==> config.mk <==
export PLATFORM = sky130hd
export DESIGN_NAME = fc_psum_drain
export DESIGN_NICKNAME = d
export VERILOG_FILES = /design/src/rtl/fc_psum_drain.sv
export SDC_FILE = /design/constraint.sdc
export NUM_CORES = 1
export LEC_CHECK = 0
export ABC_AREA = 1
export CORE_MARGIN = 2
export CORE_UTILIZATION = 55
export CTS_BUF_LIST = sky130_fd_sc_hd__clkbuf_8 sky130_fd_sc_hd__clkbuf_16
export DETAILED_ROUTE_END_ITERATION = 12
export DONT_BUFFER_PORTS = 1
export PLACE_DENSITY = 0.7
export SETUP_SLACK_MARGIN = 0.05
export SLEW_MARGIN = 5
export SYNTH_ARGS = -nofsm -noshare
export SYNTH_HDL_FRONTEND = slang
export SYNTH_SLANG_ARGS = --single-unit
==> constraint.sdc <==
create_clock -name clk -period 4.1 [get_ports clk]
set_input_delay 0.41 -clock clk [delete_from_list [all_inputs] [get_ports clk]]
set_output_delay 0.41 -clock clk [all_outputs]
set_load 0.05 [all_outputs]
==> src/rtl/fc_psum_drain.sv <==
// Deskews the staggered bottom-row psums of the FC systolic array into aligned vectors.
// Aligned vectors are buffered in a FIFO, handed off over valid/ready, and counted against num_vec.
module fc_psum_drain #(
  parameter int COLS  = 4,
  parameter int DW    = 8,
  parameter int DEPTH = 4,
  parameter int CW    = 8
) (
  input  logic                clk,
  input  logic                rst_n,
  input  logic                start,
  input  logic [CW-1:0]       num_vec,
  input  logic                psum_valid,
  input  logic [COLS*DW-1:0]  psum_i,
  output logic [COLS*DW-1:0]  out_data,
  output logic                out_valid,
  input  logic                out_ready,
  output logic                overflow,
  output logic [CW-1:0]       vec_cnt,
  output logic                done
);

  localparam int AW = $clog2(DEPTH);

  logic [COLS*DW-1:0] aligned_data;
  logic               aligned_valid;
  logic [COLS-2:0]    vld_pipe;

  always_ff @(posedge clk) begin
    if (!rst_n) begin
      vld_pipe <= '0;
    end else begin
      vld_pipe[0] <= psum_valid;
      for (int i = 1; i < COLS-1; i++) vld_pipe[i] <= vld_pipe[i-1];
    end
  end

  assign aligned_valid = vld_pipe[COLS-2];

  // Column c arrives c cycles after column 0, so it is delayed by COLS-1-c stages.
  for (genvar c = 0; c < COLS; c++) begin : g_col
    if (c == COLS-1) begin : g_pass
      assign aligned_data[c*DW +: DW] = psum_i[c*DW +: DW];
    end else begin : g_dly
      localparam int N = COLS-1-c;
      logic [DW-1:0] dly [N];

      always_ff @(posedge clk) begin
        if (!rst_n) begin
          for (int i = 0; i < N; i++) dly[i] <= '0;
        end else begin
          dly[0] <= psum_i[c*DW +: DW];
          for (int i = 1; i < N; i++) dly[i] <= dly[i-1];
        end
      end

      assign aligned_data[c*DW +: DW] = dly[N-1];
    end
  end

  logic [COLS*DW-1:0] mem [DEPTH];
  logic [AW:0]        wr_ptr;
  logic [AW:0]        rd_ptr;
  logic               empty;
  logic               full;
  logic               pop;
  logic               push;
  logic               drop;

  assign empty = (wr_ptr == rd_ptr);
  assign full  = (wr_ptr[AW] != rd_ptr[AW]) && (wr_ptr[AW-1:0] == rd_ptr[AW-1:0]);
  assign pop   = !empty && out_ready;
  // A full FIFO still accepts a vector when the head leaves on the same edge.
  assign push  = aligned_valid && (!full || pop);
  assign drop  = aligned_valid && full && !pop;

  always_ff @(posedge clk) begin
    if (!rst_n) begin
      for (int i = 0; i < DEPTH; i++) mem[i] <= '0;
      wr_ptr <= '0;
      rd_ptr <= '0;
    end else begin
      if (push) begin
        mem[wr_ptr[AW-1:0]] <= aligned_data;
        wr_ptr              <= wr_ptr + 1'b1;
      end
      if (pop) rd_ptr <= rd_ptr + 1'b1;
    end
  end

  assign out_data  = mem[rd_ptr[AW-1:0]];
  assign out_valid = !empty;

  logic [CW-1:0] num_q;
  logic          armed_q;
  logic [CW-1:0] target;
  logic [CW-1:0] cnt_next;
  logic          armed;
  logic          done_d;

  // armed keeps done to a single firing between starts even if vec_cnt wraps.
  always_comb begin
    target   = num_q;
    armed    = armed_q;
    cnt_next = vec_cnt;
    if (start) begin
      target   = num_vec;
      armed    = 1'b1;
      cnt_next = pop ? CW'(1) : '0;
    end else if (pop) begin
      cnt_next = vec_cnt + CW'(1);
    end
    done_d = pop && armed && (target != '0) && (cnt_next == target);
  end

  always_ff @(posedge clk) begin
    if (!rst_n) begin
      vec_cnt  <= '0;
      done     <= 1'b0;
      num_q    <= '0;
      armed_q  <= 1'b0;
      overflow <= 1'b0;
    end else begin
      vec_cnt <= cnt_next;
      done    <= done_d;
      num_q   <= target;
      armed_q <= armed && !done_d;
      if (start)     overflow <= 1'b0;
      else if (drop) overflow <= 1'b1;
    end
  end

endmodule

==> results of run 1 <==
synth_stat cells (all sizes together):
master,instances
ha,3
clkbuf,25
o22ai,32
a21oi,6
edfxtp,128
clkinv,3
buf,17
o31ai,1
xor2,2
o21a,1
o21ai,77
o211a,1
dfxtp,78
inv,113
nand4,4
nand2,130
nand3,17
nand3b,1
nor3b,1
xnor2,3
nor3,1
o21bai,1
nor2,222
per-stage QoR:
step | hold WS, ns | instances | util | instance area (µm²) | setup slack, ns
final | 0.0128 | 1102 | 0.654 | 9570 | 1.28
after global routing | 0.00348 | 1102 | 0.654 | 9570 | 1.08
after CTS | 0.0000150 | 1102 | 0.654 | 9570 | 1.30
after detailed placement | 0.398 | 1049 | 0.592 | 8660 | 1.27
after global placement | 0.393 | 1049 | 0.592 | 8660 | 1.35
after floorplan | 0.390 | 867 | - | 8300 | 0.370
kinds of logic (layout without fill, tap and decap cells):
family          after synthesis  in the layout  share of synthesized area
simple gates                376            376                      0.185
flops                       206            206                      0.651
buf+inv                     158            209                     0.0748
compound gates              119            119                     0.0785
xor+xnor                      5              5                    0.00618
fa+ha+maj                     3              3                    0.00452
per-layer routing:
metal,global-route usage,share of wire,wire length [µm],vias up
met4,0.0705,0.024,410,0
li1,-,-,-,2856
met2,0.355,0.48,8010,215
met5,0,0,0,-
met1,0.279,0.42,7120,2719
met3,0.0401,0.074,1250,38
final cells by class:
type,instances,share of cell area
inverters,116,0.0455
well taps,184,0.0241
flip-flops and latches,206,0.565
repair buffers,55,0.0471
multi-input cells,503,0.239
clock inverters,14,0.0187
clock buffers,24,0.0604
registers in the layout (all words and copies together) (netlist names), named ones only:
name,flops
mem,128
g_col.g_dly.dly,48
num_q,8
vec_cnt,8
rd_ptr,3
vld_pipe,3
wr_ptr,3
armed_q,1
done,1
overflow,1
power by group through the flow:
| stage | logic [mW] | clock network [mW] | registers (mW) |
|---|---|---|---|
| 3_5_place_dp | 0.846 | 0 | 2.35 |
| 5_1_grt | 0.916 | 2.14 | 2.32 |
| 6_report | 0.857 | 2.05 | 2.31 |
| 4_1_cts | 0.861 | 2.07 | 2.31 |
| 3_3_place_gp | 0.831 | 0 | 2.35 |
| 2_1_floorplan | 0.626 | 0 | 2.35 |
final timing paths:
path	startpoint	end	slack (ns)	depth (start not counted)
worst min register to register	g_col[0].g_dly.dly[0][6]	g_col[0].g_dly.dly[0][14]	0.41	2
worst min-delay path	rst_n	vld_pipe[0]	0.01	2
worst max register to register	wr_ptr[1]	mem[2][22]	1.32	11
worst max-delay path	register	out_data[7]	1.28	4
worst max-delay path, stage by stage (launching register included):
cell and delay, ns:
sky130_fd_sc_hd__dfxtp_2 0.32, sky130_fd_sc_hd__inv_2 0.72, sky130_fd_sc_hd__o21ai_0 0.19, sky130_fd_sc_hd__o22ai_1 0.35
sky130_fd_sc_hd__buf_4 0.27
==> parameters.txt, run 1 <==
Parameter                              Value

Run status
  Status    complete, no violations

Final layout
  Post-layout net count    951
  Layout filler cell count    1140
  Multi-input gate area in the final layout    0.00229 mm²
  ANT cells    0
  Sequential cell area    0.00541 mm²
  Most frequent cells in the layout    216 x sky130_fd_sc_hd__nor2_1, 128 x sky130_fd_sc_hd__edfxtp_1, 115 x sky130_fd_sc_hd__nand2_1, 111 x sky130_fd_sc_hd__inv_1, 77 x sky130_fd_sc_hd__dfxtp_1
  Area added between synthesis and finish    15.3%
  Fraction of final layout cells sized beyond drive strength 1    0.115
  Most common cell after layout, fill and taps aside    sky130_fd_sc_hd__nor2_1

Timing
  Worst Skew    0.00789 ns
  Unrepaired setup endpoints after global routing    false
  Final period utilization    0.688
  Final Max Slew Viols    0
  Clock period minus final worst setup slack    2.82 ns
  Setup violators final    0
  Worst Max-Slew Pin Slew    1.06 ns
  Top achievable clock speed    354 MHz
  Slew headroom    0.296
  Final count of hold timing violations    0
  Final sum of negative setup slack    0 ns

Yosys
  Syn Nets    915
  Yosys reg bits    206
  Post-Synthesis Cells    867
  Total number of yosys warnings    0
  Portion of the post-synthesis area used by sequential elements    0.651
  Number of distinct library cells after synthesis    35
  Per-instance average area after synthesis    9.57 µm²
  Library cell occupying the most area in the post-synthesis netlist    sky130_fd_sc_hd__edfxtp_1
  Top cells by area, synth    sky130_fd_sc_hd__edfxtp_1 46%, sky130_fd_sc_hd__dfxtp_1 19%, sky130_fd_sc_hd__nor2_1 9.8%, sky130_fd_sc_hd__nand2_1 5.2%, sky130_fd_sc_hd__inv_1 5.0%
  Post-Synthesis Cell Area    0.00830 mm²
  Portion of synthesized cell area occupied by the leading cell type    0.463

Global routing
  Vias in the first global route    5711
  Antenna violations before repair    0
  Pin count of the biggest net entering global routing    65
  Wire length of the first global-routing pass    27.7 mm
  Global route overflow    0
  Global routing usage summed across all routing layers    0.211

Routing
  Final routed wire length divided by cell count    15.2 µm
  DRT Pass-1 Iters    5
  Total number of vias    5828
  Final wirelength    16.8 mm
  Final ANT Viol Nets    0
  Number of design rule violations left after detail routing    0
  Drt via density    5.29
  Number of DRC markers in iteration 0    546

Power
  Pleak    4.13 nW
  Total power after layout    5.21 mW
  Power dissipated by switching net loads    1.44 mW
  Switching part of the total power    0.277
  Proportion of power drawn by combinational gates    0.164
  IR drop worst, VDD    298 µV
  Internal power component    3.77 mW
  Clock network fraction of total power    0.392
  Power density over the cells    545 mW/mm²
  Proportion of power drawn by flip-flops and latches    0.443

Critical path
  Setup CP Type    reg2out
  Required arrival time at the worst endpoint    3.69 ns
  Kind of end point of the critical path    output pin
  Critical path startpoint category    register
  CP max FO    64
  Arrival time at the worst endpoint    2.41 ns

Hold path
  Kind of path behind the tightest hold check    in2reg

Clock tree
  Clock buffer depth    3
  Post-CTS Setup Bufs    0
  Clock network latency to the later pin of the worst-skew pair    0.49 ns
  Total of hold buffers inserted after clock tree synthesis    15
  Sink Count    206
  Reg clk slew, reported paths    0.06 ns
  # resized after CTS    0
  Number of buffers inserted during clock tree synthesis    21
  Clk Tree Root Cell    sky130_fd_sc_hd__clkbuf_16
  TritonCTS clock tree    built
  H-tree levels    1

Floorplan
  Placeable core region    0.0146 mm²
  Die footprint    0.0161 mm²
  Initial Util    0.567
  Die Height    127 µm
  Number of primary I/O pins    88
  Die X    127 µm
  Row count    44

Place
  Port Buffers    0
  Half-perimeter wire length after placement    9.87 mm
  Final GP Congestion    0.802

Flow run
  MaxCap Viol Count    0
Note: power is estimated with default switching activity, not from simulation.
==> run 2: changes to the inputs <==
--- a/config.mk
+++ b/config.mk
@@ -5,7 +5,7 @@
 export SDC_FILE = /design/constraint.sdc
 export NUM_CORES = 1
 export LEC_CHECK = 0
-export ABC_AREA = 1
+export ABC_AREA = 0
 export CORE_MARGIN = 2
 export CORE_UTILIZATION = 55
 export CTS_BUF_LIST = sky130_fd_sc_hd__clkbuf_8 sky130_fd_sc_hd__clkbuf_16
==> constraint.sdc (replaced) <==
create_clock -name clk -period 2.9 [get_ports clk]
set_input_delay 0.29 -clock clk [delete_from_list [all_inputs] [get_ports clk]]
set_output_delay 0.29 -clock clk [all_outputs]
set_load 0.05 [all_outputs]
==> parameters.txt, run 2 <==
Parameter                              Value

Clock tree
  Number of buffers inserted during clock tree synthesis    21 (unchanged)
  Post-CTS Setup Bufs    0 (unchanged)
  Clk Tree Root Cell    sky130_fd_sc_hd__clkbuf_16
  Reg clk slew, reported paths    0.06 ns (about the same)
  TritonCTS clock tree    built
  H-tree levels    1 (unchanged)
  Clock network latency to the later pin of the worst-skew pair    0.48 ns (about the same)
  Sink Count    206 (unchanged)
  Clock buffer depth    3 (unchanged)

Timing
  Top achievable clock speed    398 MHz
  Final sum of negative setup slack    0 ns (unchanged)
  Worst Skew    0.0105 ns (+0.00258 ns)
  Final period utilization    0.867
  Clock period minus final worst setup slack    2.51 ns
  Final Max Slew Viols    0 (unchanged)
  Slew headroom    0.603 (+0.307)
  Worst Max-Slew Pin Slew    0.595 ns (-0.462 ns)
  Crit path setup slack, layout    0.387 ns (-0.891 ns)
  Unrepaired setup endpoints after global routing    false
  Setup violators final    0 (unchanged)
  Final count of hold timing violations    0 (unchanged)

Routing
  Final routed wire length divided by cell count    19.0 µm (+25%)
  Number of DRC markers in iteration 0    298 (-45%)
  Detail Route met2 WL    8.26 mm (+3.0%)
  Top routing layer in use    met4
  Final ANT Viol Nets    0 (unchanged)
  Number of design rule violations left after detail routing    0 (unchanged)
  DRT Pass-1 Iters    4 (-1)
  Wl on met1    6.73 mm (-5.5%)
  Final wirelength    16.1 mm (-3.9%)
  Drt via density    5.49 (+3.8%)
  Total number of vias    4664 (-20%)
  Met3 WL post-DR    950 µm (-24%)

Power
  Power density over the cells    628 mW/mm² (+15%)
  Proportion of power drawn by combinational gates    0.073 (-0.091)
  IR drop worst, VDD    465 µV (+56%)
  Power dissipated by switching net loads    1.35 mW (-6.3%)
  Proportion of power drawn by flip-flops and latches    0.529 (+0.086)
  Clock network fraction of total power    0.398 (+0.006)
  Internal power component    4.79 mW (+27%)
  Pleak    3.70 nW (-10%)
  Switching part of the total power    0.220 (-0.0566)

Yosys
  EDFF count, synth    128 (unchanged)
  Library cell occupying the most area in the post-synthesis netlist    sky130_fd_sc_hd__edfxtp_1
  Top cells by area, synth    sky130_fd_sc_hd__edfxtp_1 46%, sky130_fd_sc_hd__dfxtp_1 19%, sky130_fd_sc_hd__and2_1 13%, sky130_fd_sc_hd__mux4_2 8.6%, sky130_fd_sc_hd__xnor2_1 1.2%
  Per-instance average area after synthesis    14.1 µm² (+47%)
  Dominant register cell in the synthesized netlist    sky130_fd_sc_hd__edfxtp_1
  Total number of yosys warnings    0 (unchanged)
  Yosys reg bits    206 (unchanged)
  Post-Synthesis Cell Area    0.00837 mm² (+0.87%)
  Commonest cells post-synth    180 x sky130_fd_sc_hd__and2_1, 128 x sky130_fd_sc_hd__edfxtp_1, 78 x sky130_fd_sc_hd__dfxtp_1
  Fraction of registers with async set/reset    0 (unchanged)
  Dominant cell by count in the synthesized netlist    sky130_fd_sc_hd__and2_1
  Number of distinct library cells after synthesis    50 (+43%)
  Post-Synthesis Cells    593 (-32%)
  Portion of the post-synthesis area used by sequential elements    0.646 (-0.00564)
  Portion of synthesized cell area occupied by the leading cell type    0.459 (-0.00401)
  Syn Nets    641 (-30%)

Place
  Port Buffers    0 (unchanged)
  Total cell area at the placement stage    0.00870 mm² (+0.38%)
  Worst-case setup slack after placement    0.403 ns (-0.868 ns)
  Half-perimeter wire length after placement    9.55 mm (-3.2%)
  Final GP Congestion    0.866 (+8.0%)

Final layout
  Post-layout net count    696 (-27%)
  Cell area after layout    0.00978 mm² (+2.2%)
  ANT cells    0 (unchanged)
  Largest register FFs    128 (unchanged)
  Final core utilization    0.650 (-0.00310)
  Largest registers    mem x128, g_col.g_dly.dly x48
  Most frequent cells in the layout    180 x sky130_fd_sc_hd__and2_1, 128 x sky130_fd_sc_hd__edfxtp_1, 76 x sky130_fd_sc_hd__dfxtp_1, 43 x sky130_fd_sc_hd__dlygate4sd3_1, 32 x sky130_fd_sc_hd__mux4_2
  Largest reg by FF count    mem
  Most common cell after layout, fill and taps aside    sky130_fd_sc_hd__and2_1
  Area added between synthesis and finish    16.8%
  Fraction of final layout cells sized beyond drive strength 1    0.151 (+0.0356)

Global routing
  Vias in the first global route    4974 (-13%)
  Global routing usage summed across all routing layers    0.204 (-0.00749)
  Antenna violations before repair    0 (unchanged)
  Wire length of the first global-routing pass    25.9 mm (-6.6%)
  Pin count of the biggest net entering global routing    50 (-23%)
  Global route overflow    0 (unchanged)

Floorplan
  Die Height    127 µm (+0.42%)
  Initial Util    0.557 (-0.00984)
  Row count    45 (+2.3%)
  Number of primary I/O pins    88 (unchanged)
  Die X    127 µm (+0.42%)
  Die footprint    0.0162 mm² (+0.85%)
  Placeable core region    0.0150 mm² (+2.7%)

Run status
  Status    complete, no violations

Hold path
  Launch point of the worst hold path    psum_i[30]
  Kind of path behind the tightest hold check    in2reg
  Endpoint of the worst hold path    mem[2][30]
  Depth of the worst hold-timing path    1 (-1)

Critical path
  Critical path startpoint category    register
  Cell at the slowest stage of the critical path    sky130_fd_sc_hd__dfxtp_1
  Origin of the critical flop-to-flop path    rd_ptr[0]
  Largest stage delay on the critical path    0.49 ns (-0.23 ns)
  Setup CP Type    reg2reg
  CP Cell Sequence    xor2_1 > nor4_1 > nand2b_1 > buf_4 > nor4b_4 > nand2b_2 > buf_12
  Required arrival time at the worst endpoint    3.08 ns (-0.61 ns)
  Minimum setup slack among reg-to-reg paths    0.39 ns (-0.93 ns)
  CP max FO    19 (-70%)
  Worst R2R Path Depth    7 (-4)
  Arrival time at the worst endpoint    2.69 ns (+0.28 ns)
  Kind of end point of the critical path    register
  Capturing point of the worst reg2reg path    mem[1][6]

Flow run
  MaxCap Viol Count    0 (unchanged)
[run 2: cell count changes after synthesis, sizes merged, moves of 10 or more]
cell / before / now
nand2: 130 / 13
mux4: 0 / 32
nand3: 17 / 7
and2: 0 / 180
xnor2: 3 / 14
o21ai: 77 / 4
inv: 113 / 4
nor2: 222 / 25
o22ai: 32 / 0
[run 2: worst max-delay path by stage]
stage	start	endpoint	slack [ns]	cells after the start
finish	rd_ptr[0]	mem[1][6]	0.39	7
global route	rd_ptr[0]	mem[1][1]	0.24	7
CTS	rd_ptr[0]	mem[1][6]	0.39	7
detailed placement	rd_ptr[0]	mem[1][4]	0.40	7
global placement	rd_ptr[0]	mem[1][4]	0.55	7
floorplan	wr_ptr[1]	mem[2][0]	0.19	8
[run 2: timing repair]
| item | CTS | global route |
|---|---|---|
| hold buffers | 43 | 1 |
| setup endpoints to repair | 0 | 0 |
| resized for setup | 0 | 0 |
| endpoints found under the hold margin | 78 | 1 |
[run 2: area by class of cell]
class	count	area (µm²)
multi-input cells	347	2820
flip-flops and latches	206	5410
clock inverters	12	51.3
repair buffers	68	668
clock buffers	25	581
inverters	4	15.0
fillers	1092	5260
well taps	188	235
[run 2: cell families (layout without fill, tap and decap cells)]
family                     after synthesis  after routing  share of synthesized area
AOI/OAI and AO/OA                       21             21                     0.0172
xor gates and xnor gates                24             24                     0.0296
adders and majority gates                3              3                    0.00448
buffers and inverters                   40            109                     0.0209
DFF                                    206            206                      0.646
muxes                                   41             41                     0.0968
and+or+nand+nor                        258            258                      0.185
[run 2: critical path: cells and delay by family, from the launching register on]
family / cells / cell delay [ns]
xor gates and xnor gates: 1 / 0.35
buffers and inverters: 2 / 0.42
DFF: 1 / 0.49
and+or+nand+nor: 4 / 0.95
[run 2: routing by layer]
| layer | track usage | up-vias |
|---|---|---|
| li1 | - | 2197 |
| met1 | 0.257 | 2333 |
| met2 | 0.369 | 112 |
| met3 | 0.0406 | 22 |
| met4 | 0.0407 | 0 |
| met5 | 0 | - |
[run 2: through the flow]
stage / std cells / hold slack, ns / power (mW)
after floorplan: 593 / 0.412 / 3.63
after global placement: 769 / 0.413 / 3.69
after detailed placement: 769 / 0.417 / 3.70
after CTS: 849 / 0.0000724 / 6.20
after global routing: 850 / 0.00155 / 6.35
final: 850 / 0.00589 / 6.14
[run 2: power groups by stage]
stage,clock network [mW],logic [mW],registers [mW]
6_report,2.45,0.446,3.25
3_5_place_dp,0,0.391,3.31
3_3_place_gp,0,0.387,3.31
5_1_grt,2.62,0.474,3.26
4_1_cts,2.50,0.451,3.25
2_1_floorplan,0,0.330,3.30
